===== src/rtl/cdb_arbiter_rr.sv =====
// Common-data-bus arbiter: grants up to NUM_CDB result producers per cycle and broadcasts them one cycle later.
// Define CDB_ARB_ROUND_ROBIN_EN for round-robin search; otherwise fixed priority, highest index first.
module cdb_arbiter_rr #(
  parameter int N         = 4,
  parameter int NUM_CDB   = 1,
  parameter int XLEN      = 32,
  parameter int TAG_WIDTH = 4
) (
  input  logic                      clk,
  input  logic                      reset_n,
  input  logic [N-1:0]              req_valid,
  input  logic [N*TAG_WIDTH-1:0]    req_tag,
  input  logic [N*XLEN-1:0]         req_data,
  output logic [N-1:0]              req_ready,
  input  logic                      flush,
  output logic [NUM_CDB-1:0]        cdb_valid,
  output logic [NUM_CDB*TAG_WIDTH-1:0] cdb_tag,
  output logic [NUM_CDB*XLEN-1:0]   cdb_data,
  output logic                      cdb_active
);

  localparam int IDX_W = (N > 1) ? $clog2(N) : 1;
  typedef logic [IDX_W-1:0] idx_t;

  logic [TAG_WIDTH-1:0] tag_arr  [N];
  logic [XLEN-1:0]      data_arr [N];

  for (genvar i = 0; i < N; i++) begin : g_unpack
    assign tag_arr[i]  = req_tag[i*TAG_WIDTH +: TAG_WIDTH];
    assign data_arr[i] = req_data[i*XLEN +: XLEN];
  end

  logic [NUM_CDB-1:0] slot_valid;
  idx_t               slot_idx [NUM_CDB];

`ifdef CDB_ARB_ROUND_ROBIN_EN
  idx_t ptr;
  idx_t last_idx;
  logic any_grant;
`endif

  // Search order walks every unit once; the n-th valid unit found lands on bus n.
  always_comb begin
    int   cnt;
    int   pos;
    idx_t idx;
    // NOTE: every always_comb output gets a default first so no path can infer a latch.
    req_ready  = '0;
    slot_valid = '0;
    cnt        = 0;
    pos        = 0;
    idx        = '0;
    for (int k = 0; k < NUM_CDB; k++) slot_idx[k] = '0;
`ifdef CDB_ARB_ROUND_ROBIN_EN
    last_idx  = '0;
    any_grant = 1'b0;
`endif
    for (int j = 0; j < N; j++) begin
`ifdef CDB_ARB_ROUND_ROBIN_EN
      pos = int'(ptr) + j;
      if (pos >= N) pos = pos - N;
`else
      pos = N - 1 - j;
`endif
      idx = idx_t'(pos);
      if (reset_n && !flush && req_valid[idx] && (cnt < NUM_CDB)) begin
        req_ready[idx] = 1'b1;
        for (int k = 0; k < NUM_CDB; k++) begin
          if (k == cnt) begin
            slot_valid[k] = 1'b1;
            slot_idx[k]   = idx;
          end
        end
`ifdef CDB_ARB_ROUND_ROBIN_EN
        last_idx  = idx;
        any_grant = 1'b1;
`endif
        cnt = cnt + 1;
      end
    end
  end

  // Tag/data of an idle bus keep their last value; only valid drops.
  // NOTE: sequential state uses non-blocking assignments so every register samples pre-edge values.
  always_ff @(posedge clk or negedge reset_n) begin
    if (!reset_n) begin
      cdb_valid <= '0;
      cdb_tag   <= '0;
      cdb_data  <= '0;
    end else begin
      cdb_valid <= slot_valid;
      for (int k = 0; k < NUM_CDB; k++) begin
        if (slot_valid[k]) begin
          cdb_tag[k*TAG_WIDTH +: TAG_WIDTH] <= tag_arr[slot_idx[k]];
          cdb_data[k*XLEN +: XLEN]          <= data_arr[slot_idx[k]];
        end
      end
    end
  end

`ifdef CDB_ARB_ROUND_ROBIN_EN
  // Pointer moves past the last winner; flush or an idle cycle leaves it alone.
  always_ff @(posedge clk or negedge reset_n) begin
    if (!reset_n) begin
      ptr <= '0;
    end else if (any_grant) begin
      ptr <= (last_idx == idx_t'(N - 1)) ? '0 : last_idx + 1'b1;
    end
  end
`endif

  assign cdb_active = |cdb_valid;

endmodule


===== config.mk =====
export PLATFORM = sky130hd
export DESIGN_NAME = cdb_arbiter_rr
export DESIGN_NICKNAME = d
export VERILOG_FILES = /design/src/rtl/cdb_arbiter_rr.sv
export SDC_FILE = /design/constraint.sdc
export NUM_CORES = 1
export LEC_CHECK = 0
export CAP_MARGIN = 30
export CORE_MARGIN = 3
export CORE_UTILIZATION = 35
export DETAILED_ROUTE_END_ITERATION = 16
export HOLD_SLACK_MARGIN = 0.02
export PLACE_DENSITY = 0.82
export SLEW_MARGIN = 15
export SYNTH_ARGS = -nofsm -noshare
export SYNTH_HDL_FRONTEND = slang
export SYNTH_SLANG_ARGS = --single-unit

===== constraint.sdc =====
create_clock -name clk -period 1.3 [get_ports clk]
set_clock_uncertainty 0.05 [all_clocks]
set_input_delay 0.26 -clock clk [delete_from_list [all_inputs] [get_ports clk]]
set_output_delay 0.26 -clock clk [all_outputs]
set_load 0.02 [all_outputs]

==> metrics.csv <==
metric;value;unit
p_comb_share;43.6;%
r2r.worst_path.cells;2;
dieHeight;92.11;um
setup_viol;1;
vdd_drop_max;0.0003994;V
internal-power;2.798;mW
grt.overflow.total;0;
fin_cells;635;
tightestPinTransition;487.0;ps
ys_types;22;
p_sw_share;33.09;%
p_total;4.182;mW
rsz0062_at_grt;yes;
fmax;0.7654;GHz
wl_per_cell;17.80;um
worstSetupEndpointType;flip-flop;
drive_gt1_share;25.28;%
n_fill_cell;555;
drc;0;
die_x;92.11;um
detail-route-antenna-nets;0;
rows;30;
cts_sinks;37;
synth_nets;486;
track_usage;24.79;%
clk_latency;290;ps
portBuffers;192;
startpoint_type;input port;
drv_slew;0;
worst-setup-path-type;input port to flip-flop;
ys_ff_latch;37;
power_density;824.1;nW/um^2
min_path_cells;3;
die_area;8483;sq um
mostFrequentLayoutCell;clkdlybuf4s50_1;
fin_tns_setup;-6.590;ps
worstPathRequired;1460;ps
core;6982;sq um
htree_levels;2;
p_sw;1.384;mW
wl;11.30;mm
grt_max_degree;43;
syn_to_final_growth;95.56;%
vias;3488;
max_slew_margin;67.53;%
synthCells;335;
dp_worst_setup_slack;-801.2;ps
yosysWarnings;0;
firstDrtPassIters;5;
finalHoldViolations;0;
syn-cell-area;2595;sq um
antenna_found_initial;0;
violations;setup timing;
tritoncts;done;
hold_class;input port to flip-flop;
cp.arrival;1470;ps
hold-worst-slack;478.0;ps
clockPowerShare;21.4;%
viasPerCell;5.493;
power.leakage;1.971;nW
dp_hpwl;7.590;mm
drv_cap;0;
cts.path.max_buffers;2;
drt_first_iter_violations;134;
grt_pass1_wl;16.91;mm
cp_max_fo;7;
dp_cells;606;
ys_seq_area_share;35.68;%
cts_buffers;5;
finalCritPeriodShare;100.5;%
ctsRootBufferMaster;clkbuf_8;
fin_crit;1307;ps
start_util;37.17;%
pwr-share-seq;35.0;%
status;finished, violations left;
final_cell_mix;clkdlybuf4s50_1, nand2_1, dfrtp_1;
nets;688;
timing.final.ws_setup;-6.590;ps
finalWeightedCongestion;0.8724;
io_pins;193;
grt_pass1_vias;3411;
clk_pin_slew_worst_paths;80;ps
avgSynthCellArea;7.746;sq um
[worst paths after layout]
kind                                           from                        to  slack (ps)
hold / removal                         req_data[82]  cdb_data[18]$_DFFE_PN0P_         480
setup reg to reg           cdb_data[25]$_DFFE_PN0P_  cdb_data[25]$_DFFE_PN0P_         500
setup / recovery                            reset_n   cdb_data[6]$_DFFE_PN0P_          -7
min in group asynchronous                   reset_n  cdb_data[21]$_DFFE_PN0P_         530
hold reg to reg            cdb_data[18]$_DFFE_PN0P_  cdb_data[18]$_DFFE_PN0P_         500
max in group asynchronous                   reset_n   cdb_data[1]$_DFFE_PN0P_         330
[cells in the mapped netlist, drive strengths merged]
library cell / n / area, sq um
a21oi: 36 / 180.2
nor2b: 1 / 8.760
clkbuf: 4 / 17.52
and3b: 1 / 8.760
nand2: 73 / 276.5
nor2: 38 / 145.1
buf: 32 / 234.0
o21ai: 36 / 180.2
and3: 1 / 6.260
a21boi: 1 / 7.510
and2: 1 / 6.260
a31oi: 36 / 225.2
a32o: 36 / 360.4
and4: 1 / 8.760
dfrtp: 37 / 925.9
inv: 1 / 3.750
[critical path, stage by stage]
cell       delay (ps)
buf_6              70
nor2b_4           240
buf_8             140
a21boi_4          230
clkbuf_16         200
clkbuf_16         150
nor2_1             40
a31oi_1           130
[flip-flops by register name, indices dropped and copies added (netlist names)]
name / flops
cdb_data: 32
cdb_tag: 4
cdb_active: 1
[cells by family (layout without fill, tap and decap cells)]
kind of cell | count (synthesis) | in the layout | share of synthesized area (%)
buffers and inverters | 37 | 240 | 9.836
other | 0 | 1 | 0
flip-flops | 37 | 37 | 35.68
AND/OR/NAND/NOR | 116 | 116 | 17.74
AO/OA/AOI/OAI | 145 | 145 | 36.74
[power groups by stage]
| stage | Clock, mW | Combinational, mW | Sequential, mW |
|---|---|---|---|
| 6_report | 0.894 | 1.82 | 1.46 |
| 5_1_grt | 0.964 | 1.94 | 1.48 |
| 4_1_cts | 0.924 | 1.78 | 1.43 |
| 3_5_place_dp | 0 | 1.76 | 1.45 |
| 3_3_place_gp | 0 | 1.73 | 1.44 |
| 2_1_floorplan | 0 | 0.511 | 1.68 |
[routing by layer]
layer / GRT usage, % / wire [um] / part of all wire [%]
met5: 0 / 0 / 0
met4: 6.683 / 196 / 1.7
met3: 6.727 / 1003 / 8.9
met2: 46.29 / 6020 / 53
met1: 27.42 / 4083 / 36
[final cells by class]
| cell class | instances | area (sq um) | share of cell area (%) |
|---|---|---|---|
| Sequential cell | 37 | 925.9 | 18.24 |
| Clock inverter | 1 | 5.005 | 0.09862 |
| Tap cell | 96 | 120.1 | 2.367 |
| Clock buffer | 7 | 96.34 | 1.898 |
| Timing Repair Buffer | 231 | 2366 | 46.62 |
| Inverter | 1 | 3.754 | 0.07396 |
| Multi-Input combinational cell | 261 | 1555 | 30.65 |
| Antenna cell | 1 | 2.502 | 0.04931 |
[through the flow]
stage	util (%)	area (sq um)
after detailed placement	65.95	4604
after CTS	71.06	4961
final	72.69	5075
after global placement	65.95	4604
after floorplan	-	2603
after global routing	72.65	5072
[timing repair]
item	4_1_cts	5_1_grt
pin swaps	29	15
gates resized for setup	136	75
gates cloned	3	5
hold endpoints to repair	37	0
endpoints found under the setup margin	79	62
hold buffers	1	0
setup buffers	9	3
(Power assumes the default switching activity.)
==> edit 1 (same settings) <==
Build with the macro `CDB_ARB_ROUND_ROBIN_EN` defined.
--- a/src/rtl/cdb_arbiter_rr.sv
+++ b/src/rtl/cdb_arbiter_rr.sv
@@ -1,5 +1,7 @@
 // Common-data-bus arbiter: grants up to NUM_CDB result producers per cycle and broadcasts them one cycle later.
 // Define CDB_ARB_ROUND_ROBIN_EN for round-robin search; otherwise fixed priority, highest index first.
+`define CDB_ARB_ROUND_ROBIN_EN
+
 module cdb_arbiter_rr #(
   parameter int N         = 4,
   parameter int NUM_CDB   = 1,
Behaviour: not the same (a bounded check fails within 4 cycles, from zero or initial values and one cycle with reset_n low).
==> edit 1 against the original RTL <==
- via count is 20% higher
- worst setup slack worse by 2300 ps
- wire length is 32% higher
- count of clock-buffer cells in the layout is 1 lower
- design area is 36% higher
- the run still ends with setup timing left
- die area is 30% higher
- hold slack worse by 32 ps
- non-clock buffer count is 51 higher
- total power grew to 3.4 times the old value
- clock power is 5.1% lower
- area after synthesis is 32% higher
- sequential cell count is 2 higher
==> edit 1: results (changes against the original RTL) <==
| Metric | Value |
|---|---|
| GR Util met1 | 26.7% (-0.73 points) |
| Count of multi-input gates | 272 (+4.2%) |
| Clock buf/inv share | 1.23% (-0.76 points) |
| Outcome | complete, but fails checks |
| Failing checks | setup timing |
| Post-DP Area | 0.00597 mm² (+30%) |
| Dpl cells | 699 (+15%) |
| Arrival time at the worst endpoint | 3730 ps (+2260 ps) |
| Layout cells sized above 1 | 41.4% (+16 points) |
| Final WS setup | -2300 ps (-2290 ps) |
| Worst hold path startpoint | cdb_data[9]$_DFFE_PN0P_ |
| Fillers | 666 (+20%) |
| Avg Inst Size Synth | 9.74 µm² (+26%) |
| Library cells used by synthesis | 48 (+120%) |
| Combinational share of power | 78.4% (+35 points) |
| Antenna diode count | 0 (-1) |
| Vias in the first global route | 4,257 (+25%) |
| P_sw | 5.94 mW (+330%) |
| Peak supply drop | 1.19 mV (+200%) |
| Met2 routed WL | 7970 µm (+32%) |
| Sequential element share of the synthesized area | 28.5% (-7.2 points) |
| Seq. pwr | 2.21 mW (+51%) |
| GRT met3 Usage | 7.29% (+0.56 points) |
| Vias | 4,175 (+20%) |
| Hold EP | cdb_data[9]$_DFFE_PN0P_ |
| Area added between synthesis and finish | 101% |
| Critical path's slowest cell | mux4_2 |
| DP HPWL | 10,100 µm (+33%) |
| Final Setup Violations | 43 (+42) |
| Crit Reg-Reg Startpoint | ptr[0]$_DFFE_PN0P_ |
| Most frequent cells after synthesis | nand2_1 (48), mux2i_1 (40), dfrtp_1 (39), o211ai_1 (35), a22oi_1 (34) |
| Clkbuf count | 6 (-1) |
==> edit 1: changes by cell type after synthesis, sizes merged, moves of 34 or more <==
cell	unedited run	this run
a31oi	36	1
o211ai	0	35
mux2i	0	40
a32o	36	0
a2bb2oi	0	35
a22oi	0	34
==> edit 1: cell families (layout without fill, tap and decap cells) <==
| logic type | count (synthesis) | after routing | share of synthesized area [%] |
|---|---|---|---|
| adders and majority gates | 6 | 6 | 2.19 |
| muxes | 44 | 44 | 14.0 |
| and+or+nand+nor | 84 | 84 | 10.8 |
| xor gates and xnor gates | 2 | 2 | 0.511 |
| buffers and inverters | 41 | 296 | 6.35 |
| AOI/OAI and AO/OA | 136 | 136 | 37.7 |
| DFF | 39 | 39 | 28.5 |
==> edit 1: worst max path at each step <==
| stage | from | end | depth (start not counted) |
|---|---|---|---|
| floorplan | ptr[0]$_DFFE_PN0P_ | cdb_data[0]$_DFFE_PN0P_ | 19 |
| global placement | ptr[0]$_DFFE_PN0P_ | cdb_data[10]$_DFFE_PN0P_ | 16 |
| CTS | ptr[0]$_DFFE_PN0P_ | cdb_data[0]$_DFFE_PN0P_ | 16 |
| global route | ptr[0]$_DFFE_PN0P_ | cdb_data[7]$_DFFE_PN0P_ | 17 |
| finish | ptr[0]$_DFFE_PN0P_ | cdb_data[7]$_DFFE_PN0P_ | 17 |
| detailed placement | ptr[0]$_DFFE_PN0P_ | cdb_data[10]$_DFFE_PN0P_ | 16 |
==> edit 1: timing repair <==
| action | 4_1_cts | 5_1_grt |
|---|---|---|
| cloned | 4 | 5 |
| pin swaps | 15 | 32 |
| setup buffers | 14 | 8 |
| hold buffers | 1 | 0 |
| endpoints found under the setup margin | 79 | 60 |
| resized for setup | 153 | 95 |
| hold endpoints to repair | 39 | 0 |
==> edit 2 (same flow settings) <==
Made on the original files. The parameter `XLEN` goes from 32 to 64.
--- a/src/rtl/cdb_arbiter_rr.sv
+++ b/src/rtl/cdb_arbiter_rr.sv
@@ -3,7 +3,7 @@
 module cdb_arbiter_rr #(
   parameter int N         = 4,
   parameter int NUM_CDB   = 1,
-  parameter int XLEN      = 32,
+  parameter int XLEN      = 64,
   parameter int TAG_WIDTH = 4
 ) (
   input  logic                      clk,
Ports: changed (resized cdb_data and req_data); port bits go from 193 to 353. No check against the original RTL was run, so the function may have changed too.
==> edit 2 against the original RTL <==
- design area grew 77%
- the run still ends with setup timing left
- worst setup slack lost 130 ps
- global-route usage rose by 2.8 points
- area after synthesis up 82%
- non-clock buffer count is 158 higher
- via count up 83%
- largest power group unchanged
- critical path depth fell by 2
- wire length grew 100%
- total power rose by 99%
- sequential cell count grew 32
==> edit 2: results (changes against the original RTL) <==
| Metric | Value |
|---|---|
| Clock group total power | 2.33 mW (+160%) |
| Peak supply drop | 0.617 mV (+54%) |
| Max stage delay on crit path | 290 ps (+50 ps) |
| Vias | 6,383 (+83%) |
| CP Max Fanout | 6 (-1) |
| Layout Nets | 1,302 (+89%) |
| Sw Share | 32.6% (-0.49 points) |
| Clock-pin slew on the worst setup and hold paths | 60 ps (-20 ps) |
| Most frequent cells after synthesis | a21oi_1 (136), nor2_1 (136), dfrtp_1 (69) |
| Critical Path End | req_ready[1] |
| Compound-Gate Fraction of Synth Area | 32.6% (-4.1 points) |
| Leak Pwr | 3.78 nW (+92%) |
| Final Setup Violations | 71 (+70) |
| Synth Area in Adders | 0% (unchanged) |
| Inserted Clock Buffers | 9 (+4) |
| Crit path launch | req_valid[2] |
| End of the worst register-to-register path | cdb_data[39]$_DFFE_PN0P_ |
| Tot GR Track Use | 27.6% (+2.8 points) |
| Layout cells sized above 1 | 17.7% (-7.6 points) |
| Top cells by area, synth | dfrtp_1 (37%), a21oi_1 (14%), nor2_1 (11%) |
| Outcome | complete, but fails checks |
| Crit Reg-Reg Startpoint | cdb_data[39]$_DFFE_PN0P_ |
| Placer congestion estimate | 0.851 (-2.5%) |
| Max reg flops | 64 (+100%) |
| Clk Latency, worst-skew pair | 320 ps (+30 ps) |
| Max_slew headroom | 70.5% (+3.0 points) |
| Syn Nets | 972 (+100%) |
| Wire per inst | 19.3 µm (+8.5%) |
| Post-DP Area | 0.00835 mm² (+81%) |
| Root buf cell | clkbuf_16 |
| Largest net degree at the start of global routing | 95 (+120%) |
| Pwr top | combinational cells |
| Most flops, register | cdb_data |
| Initial drt markers | 449 (+240%) |
| Failing checks | setup timing |
| Global-route wire length before repair | 32,000 µm (+89%) |
| Post-Place Setup Slack | -850 ps (-49.0 ps) |
| Power Dens Cells | 927 mW/mm² (+12%) |
| Min-Delay Path Class | input pin to async pin |
| Sequential element share of the synthesized area | 36.6% (+0.88 points) |
| Final wirelength | 23,200 µm (+100%) |
| FF-to-FF setup slack | 540 ps (+40 ps) |
| Final WS setup | -135 ps (-129 ps) |
| Arrival time at the worst endpoint | 1130 ps (-340 ps) |
| Htree depth | 3 (+1) |
| Combinational share of power | 39.4% (-4.2 points) |
| Critical path's slowest cell | or2_4 |
| Antenna diode count | 0 (-1) |
| Total negative slack | -6050 ps (-6050 ps) |
| Dpl cells | 1,168 (+93%) |
| Library cells used by synthesis | 20 (-9.1%) |
| # port buffers | 352 (+83%) |
| DP HPWL | 15,600 µm (+110%) |
| Avg Inst Size Synth | 6.82 µm² (-12%) |
| Vias in the first global route | 5,985 (+75%) |
[edit 2: changes by cell type in the layout (fill, tap and decap cells not counted), moves of 29 or more]
cell / delta
a21oi_1: +99
a31oi_1: +31
a32o_1: -29
buf_2: +33
clkdlybuf4s50_1: +128
dfrtp_1: +32
inv_1: +68
nor2_1: +86
o22ai_1: +68
[edit 2: how the worst min path moves through the flow]
stage	start	to	slack, ps	cells after the start
6_report	reset_n	cdb_tag[2]$_DFFE_PN0P_	440	3
5_1_grt	reset_n	cdb_data[1]$_DFFE_PN0P_	480	3
4_1_cts	reset_n	cdb_tag[2]$_DFFE_PN0P_	220	2
3_5_place_dp	cdb_data[18]$_DFFE_PN0P_	cdb_data[18]$_DFFE_PN0P_	490	2
3_3_place_gp	cdb_data[5]$_DFFE_PN0P_	cdb_data[5]$_DFFE_PN0P_	480	2
2_1_floorplan	reset_n	cdb_active$_DFF_PN0_	-90	0
[edit 2: worst reg2reg max path: cells and delay by family, from the launching register on]
family	cells	cell delay (ps)
compound gates	1	50
flops	1	420
simple gates	1	120
[edit 2: layer usage]
layer,up-vias,track usage (%),share of wire [%]
met2,316,47.1,49
li1,3047,-,-
met3,58,9.29,10
met1,2962,31.4,37
met4,0,12.3,3.7
met5,-,0,0
[edit 2: layout make-up]
type | count | area [µm²]
clock inverter | 1 | 5.00
timing repair buffer | 389 | 3930
tap | 172 | 215
fill | 1067 | 3960
clock buffer | 14 | 274
inverter | 68 | 255
multi-input combinational | 486 | 2570
sequential | 69 | 1730
[edit 2: repair_timing]
action                                  CTS  global route
endpoints found under the setup margin  138           101
setup buffers                             2             3
pin swaps                                 0             2
hold buffers                              0             1
resized for setup                       238            94
endpoints found under the hold margin     0            11
gates cloned                              1             8
